### config.mk
export PLATFORM = sky130hd
export DESIGN_NAME = id_ex_stage
export DESIGN_NICKNAME = d
export VERILOG_FILES = /design/src/rtl/id_ex_stage.sv
export SDC_FILE = /design/constraint.sdc
export NUM_CORES = 1
export LEC_CHECK = 0
export ABC_AREA = 1
export CAP_MARGIN = 30
export CORE_MARGIN = 2
export CORE_UTILIZATION = 45
export DETAILED_ROUTE_END_ITERATION = 10
export GPL_TIMING_DRIVEN = 0
export PLACE_DENSITY = 0.87
export SLEW_MARGIN = 10
export SYNTH_ARGS = -nofsm -noshare
export SYNTH_HDL_FRONTEND = slang
export SYNTH_SLANG_ARGS = --single-unit
### constraint.sdc
create_clock -name clk -period 3.1 [get_ports clk]
set_input_delay 0.465 -clock clk [delete_from_list [all_inputs] [get_ports clk]]
set_output_delay 0.465 -clock clk [all_outputs]
set_load 0.02 [all_outputs]
### src/rtl/id_ex_stage.sv
// ID/EX pipeline register for the pipelined MIPS core, with load-use hazard
// detection (one bubble, PC and IF/ID frozen) and a saturating bubble counter.
module id_ex_stage #(
    parameter int DATA_W      = 16,
    parameter int REG_ADDR_W  = 3,
    parameter int STALL_CNT_W = 16
) (
    input  logic                   clk,
    input  logic                   rst_n,
    input  logic                   id_valid,
    input  logic [1:0]             id_alu_op,
    input  logic [3:0]             id_func,
    input  logic                   id_alu_src,
    input  logic                   id_reg_dst,
    input  logic                   id_reg_write,
    input  logic                   id_mem_read,
    input  logic                   id_mem_write,
    input  logic                   id_mem_to_reg,
    input  logic [REG_ADDR_W-1:0]  id_rs,
    input  logic [REG_ADDR_W-1:0]  id_rt,
    input  logic [REG_ADDR_W-1:0]  id_rd,
    input  logic [DATA_W-1:0]      id_rs_data,
    input  logic [DATA_W-1:0]      id_rt_data,
    input  logic [DATA_W-1:0]      id_imm,
    input  logic                   flush,
    input  logic                   ex_stall,
    output logic                   ex_valid,
    output logic [1:0]             ex_alu_op,
    output logic [3:0]             ex_func,
    output logic                   ex_alu_src,
    output logic                   ex_reg_write,
    output logic                   ex_mem_read,
    output logic                   ex_mem_write,
    output logic                   ex_mem_to_reg,
    output logic [REG_ADDR_W-1:0]  ex_rs,
    output logic [REG_ADDR_W-1:0]  ex_rt,
    output logic [REG_ADDR_W-1:0]  ex_dest,
    output logic [DATA_W-1:0]      ex_rs_data,
    output logic [DATA_W-1:0]      ex_rt_data,
    output logic [DATA_W-1:0]      ex_imm,
    output logic                   pc_write,
    output logic                   if_id_write,
    output logic [STALL_CNT_W-1:0] stall_count
);

    typedef struct packed {
        logic                  valid;
        logic [1:0]            aluOp;
        logic [3:0]            func;
        logic                  aluSrc;
        logic                  regWrite;
        logic                  memRead;
        logic                  memWrite;
        logic                  memToReg;
        logic [REG_ADDR_W-1:0] rs;
        logic [REG_ADDR_W-1:0] rt;
        logic [REG_ADDR_W-1:0] dest;
        logic [DATA_W-1:0]     rsData;
        logic [DATA_W-1:0]     rtData;
        logic [DATA_W-1:0]     imm;
    } exBundleT;

    exBundleT               exReg;
    exBundleT               capture;
    logic [STALL_CNT_W-1:0] stallCnt;
    logic                   hazard;

    always_comb begin
        capture          = '0;
        capture.valid    = id_valid;
        capture.aluOp    = id_alu_op;
        capture.func     = id_func;
        capture.aluSrc   = id_alu_src;
        capture.regWrite = id_reg_write;
        capture.memRead  = id_mem_read;
        capture.memWrite = id_mem_write;
        capture.memToReg = id_mem_to_reg;
        capture.rs       = id_rs;
        capture.rt       = id_rt;
        capture.dest     = id_reg_dst ? id_rd : id_rt;
        capture.rsData   = id_rs_data;
        capture.rtData   = id_rt_data;
        capture.imm      = id_imm;
    end

    // A load in EX whose destination feeds the decode slot; register 0 is hardwired so never hazards.
    assign hazard = exReg.valid & exReg.memRead & id_valid & (exReg.dest != '0) &
                    ((exReg.dest == id_rs) | (exReg.dest == id_rt));

    // ex_stall is the downstream not-ready: while it is high nothing moves here or upstream.
    assign pc_write    = ~(hazard | ex_stall);
    assign if_id_write = ~(hazard | ex_stall);

    always_ff @(posedge clk) begin
        if (!rst_n) begin
            exReg    <= '0;
            stallCnt <= '0;
        end else if (flush) begin
            exReg <= '0;
        end else if (!ex_stall) begin
            if (hazard) begin
                exReg <= '0;
                if (stallCnt != '1) stallCnt <= stallCnt + STALL_CNT_W'(1);
            end else begin
                exReg <= capture;
            end
        end
    end

    assign ex_valid      = exReg.valid;
    assign ex_alu_op     = exReg.aluOp;
    assign ex_func       = exReg.func;
    assign ex_alu_src    = exReg.aluSrc;
    assign ex_reg_write  = exReg.regWrite;
    assign ex_mem_read   = exReg.memRead;
    assign ex_mem_write  = exReg.memWrite;
    assign ex_mem_to_reg = exReg.memToReg;
    assign ex_rs         = exReg.rs;
    assign ex_rt         = exReg.rt;
    assign ex_dest       = exReg.dest;
    assign ex_rs_data    = exReg.rsData;
    assign ex_rt_data    = exReg.rtData;
    assign ex_imm        = exReg.imm;
    assign stall_count   = stallCnt;

endmodule

# [Yosys cells after proc, flatten, opt, wreduce, memory -nomap -nowiden]
# Index checks and enable logic that the tools add are counted.
[totals] reg_bits=85 inputBits=74 out_inout_bits=87 wordCells=34
[classes] add_sub_neg=1 n_eq_ne=3 n_mux=2 bitwise_logic=10 n_reduce_logical=3
[op_table] operator="69-bit 2-to-1 mux" count=1
[op_table] operator="16-bit by 1-bit adder with 16-bit output, second input constant" count=1
[op_table] operator="16-bit inequality test, second input constant" count=1
[op_table] operator="3-bit == test" count=2
[op_table] operator="1-bit bitwise AND" count=4
[op_table] operator="1-bit inverter" count=4
[op_table] operator="4-bit AND reduction" count=1
[op_table] operator="3-bit 2-to-1 mux" count=1
[op_table] operator="3-bit nonzero test" count=1
[op_table] operator="1-bit OR" count=2
[op_table] operator="2-bit OR reduction" count=1

# [Logic depth before layout (Yosys ltp)]
[depth] ltp_word=6 ltp_mapped=10 mapped_depth_nobuf=10

# [Worst setup path before layout]
# No wires, ideal clock.
[synth_timing] kind="register -> output" start="register exReg, in the netlist ex_dest[0]" end="output pc_write" arrival_ns=1.493 required_ns=2.635 path_slack_ns=1.142 path_stages_with_launch=9 cell_sequence="dfxtp_1 -> inv_2 -> nand2_1 -> nand2_1 -> nand3_1 -> nand2_4 -> a21oi_4 -> buf_6 -> buf_4"
[synth_via] elab_chain_len=5 word_cells_on_any_way=8
[synth_rtl] element="start, declared" line_no="63" text="exBundleT exReg;"
[synth_rtl] element="start signal, assigned" line_no="105" text="exReg <= capture;"
[synth_rtl] element="3-bit == test or 3-bit nonzero test (tied branches)" line_no="88, 87"
[synth_rtl] element="1-bit OR or 1-bit bitwise AND (tied branches)" line_no="88, 87"
[synth_rtl] element="1-bit bitwise AND (*)" line_no="87" text="assign hazard = exReg.valid & exReg.memRead & id_valid & (exReg.dest != '0) &"
[synth_rtl] element="1-bit OR (*)"
[synth_rtl] element="1-bit inverter (*)"
[synth_rtl] element="end, declared" line_no="41" text="output logic pc_write,"
# Every way passes the cells marked *; elsewhere a longest branch is shown, timed or not.

# [Final worst setup path]
[layout_timing] start="input id_rs[0]" end="output pc_write"
[layout_via] elab_chain_len=5
[layout_rtl] element="start, declared" line_no="19" text="input logic [REG_ADDR_W-1:0] id_rs,"
[layout_rtl] element="3-bit == test" line_no="88" text="((exReg.dest == id_rs) | (exReg.dest == id_rt));"
[layout_rtl] element="1-bit OR" line_no="88"
[layout_rtl] element="1-bit bitwise AND" line_no="87"
[layout_rtl] element="1-bit OR" line_no="91" text="assign pc_write = ~(hazard | ex_stall);"
[layout_rtl] element="1-bit inverter" line_no="91"
# Every way passes these cells.

==> metrics.csv <==
metric;value;unit
outcome;finished, final reports clean;
die area;8629;um^2
HPWL after DPL;7.612;mm
Post-CTS Resized;0;
hold_buf cts;0;
FF+latch count, synth;85;
final setup fails;0;
Post-Place Cells;756;
Final nets;741;
Seq/Total Area, Yosys;47.85;%
Post-Syn Nets;570;
Worst Path Required;2.63;ns
Final Instance Area;5517;um^2
Post-Syn Area;3556;um^2
Slew @ Worst Pin;0.4462;ns
CP Data Arrival Time;2.48;ns
post-synth cell types;25;
total gr overflow;0;
hold crit path type;flip-flop to flip-flop;
Worst Hold Depth;2;
Pwr Total;2.354;mW
CTS H-tree lvls;3;
Antenna Cells;0;
Max Cap Viol;0;
Total GRT Usage;23.50;%
final clock skew;0.01091;ns
area growth from synthesis to layout;55.14;%
setup TNS;0;ns
synthesized netlist cell count;495;
share of post-route cells with drive strength above 1;6.259;%
1st-pass router iterations;4;
initial antenna violation count;0;
Crit Path Class;primary input to primary output;
Hold Slack;0.4641;ns
Clock transition at path regs;0.08;ns
Crit Reg-Reg Startpoint;stall_count[0]$_SDFFE_PN0P_;
count of final max-slew check failures;0;
worst skew pair latency;0.34;ns
vias in the first global route;3521;
clock root cell;clkbuf_8;
deepest clock path buffer count;2;
synth warn;0;
Rows;32;
hold path start;ex_rs_data[1]$_SDFFE_PP0N_;
DRT iter0 DRCs;130;
CP startpoint;id_rs[0];
crit share post-route;95.03;%
Static Leak;2.190;nW
largest net degree at the start of global routing;15;
first-pass GRT wire length;16.20;mm
core area;7687;um^2
CP Capture Type;primary output;
CP startpoint kind;primary input;
TritonCTS buffer count;9;
f_max;339.4;MHz
TritonCTS clock tree;yes;
worst r2r path cells;9;
via count;3779;
Placed Area;5275;um^2
Yosys top cell by area;dfxtp_1;
pwr dens;426.7;nW/um^2
Sink Count;85;
Vert. Die Dim;92.90;um
IO Count;161;
largest cells by area after synthesis;dfxtp_1 (48%), nand2_1 (21%), a21oi_1 (9.7%);
IO buf count;159;
Die Width;92.90;um
fin cells;773;
mean post-synth cell area;7.184;um^2
Final Wtd Congestion;0.8717;
postcts setup bufs;1;
drt wl/cell;13.20;um
CP max FO;11;
Post-DRT Antenna Nets;0;
Slew headroom;70.25;%
RSZ-0062 raised after global routing;no;
# DRC;0;
VDD IR max;0.0002635;V
Final Hold Vio Count;0;
Synth top area share;47.85;%
number of vias per cell;4.889;
Detailed Route WL;10.20;mm
Tmin final;2.946;ns
Starting Density;46.26;%
## worst paths after layout
| check | to | slack [ns] |
|---|---|---|
| setup / recovery | pc_write | 0.15 |
| hold / removal | ex_rs_data[1]$_SDFFE_PP0N_ | 0.46 |
| setup reg to reg | stall_count[14]$_SDFFE_PN0P_ | 1.20 |
| hold reg to reg | ex_rs_data[1]$_SDFFE_PP0N_ | 0.46 |
## report_power, final
part	total (mW)	internal, mW	switching, mW
clock network	0.894	0.500	0.395
logic	0.324	0.171	0.154
registers	1.13	1.12	0.0158
## Yosys cell counts
cell	instances
nor2_2	1
xnor2_1	2
a21oi_1	69
dfxtp_1	85
buf_1	2
a31oi_4	1
inv_2	3
nand4_2	2
nand3_1	8
nand2_4	1
buf_6	8
buf_2	3
mux2_2	1
inv_1	27
nor2_1	47
or2_2	2
nand2_1	199
clkbuf_1	12
xor2_1	7
a21oi_2	1
o21ai_0	4
ha_1	1
buf_4	1
nand4_1	7
a21oi_4	1
## cell families after synthesis
kind of cell | Yosys count | share of synthesized area (%)
buffers and inverters | 56 | 7.812
AND/OR/NAND/NOR | 267 | 29.87
multiplexers | 1 | 0.3167
flip-flops | 85 | 47.85
AO/OA/AOI/OAI | 76 | 11.58
XOR/XNOR | 9 | 2.217
adder cells (fa/ha/maj) | 1 | 0.3518
## per-stage QoR
| step | setup slack [ns] | utilization [%] |
|---|---|---|
| 2_1_floorplan | 1.142 | - |
| 3_3_place_gp | -0.0005258 | 68.62 |
| 3_5_place_dp | -0.01727 | 68.62 |
| 4_1_cts | 0.1310 | 71.76 |
| 5_1_grt | 0.05336 | 71.76 |
| 6_report | 0.1540 | 71.76 |
## worst max-delay path, cell delays in order
cell and delay [ns]:
clkdlybuf4s50_1 0.52, inv_1 0.06, nand2_1 0.06, nand2_1 0.05, nand3_1 0.13, nand2_4 0.12, a21oi_4 0.21, buf_6 0.17
buf_4 0.11, clkdlybuf4s50_1 0.58
## per-layer routing
layer / vias up / global-route usage (%) / wire, um
li1: 1895 / - / -
met1: 1748 / 27.65 / 4206
met2: 121 / 41.97 / 5203
met3: 15 / 5.452 / 611
met4: 0 / 7.721 / 180
met5: - / 0 / 0
## placed cells by master (no fill, tap or decap), types with 2 or more instances in the layout
master and instances:
buf_1 2, o21ai_0 4, nor2_1 47, a21oi_1 69
xor2_1 7, nand4_1 7, xnor2_1 2, clkbuf_1 12
clkbuf_8 11, inv_1 27, buf_4 2, nand4_2 2
inv_2 3, clkdlybuf4s50_1 159, buf_2 3, nand3_1 8
bufinv_16 2, nand2_1 199, clkinv_4 2, buf_6 8
or2_2 2, dfxtp_1 85
## final cells by class
cell class,instances,area [um^2]
multi-input combinational,354,1577
inverter,30,112.6
buffer,26,165.2
sequential,85,1702
fill,640,2171
clock buffer,11,151.4
timing repair buffer,160,1599
clock inverter,5,82.58
tap,102,127.6
Power figures use the tool's default switching activity.
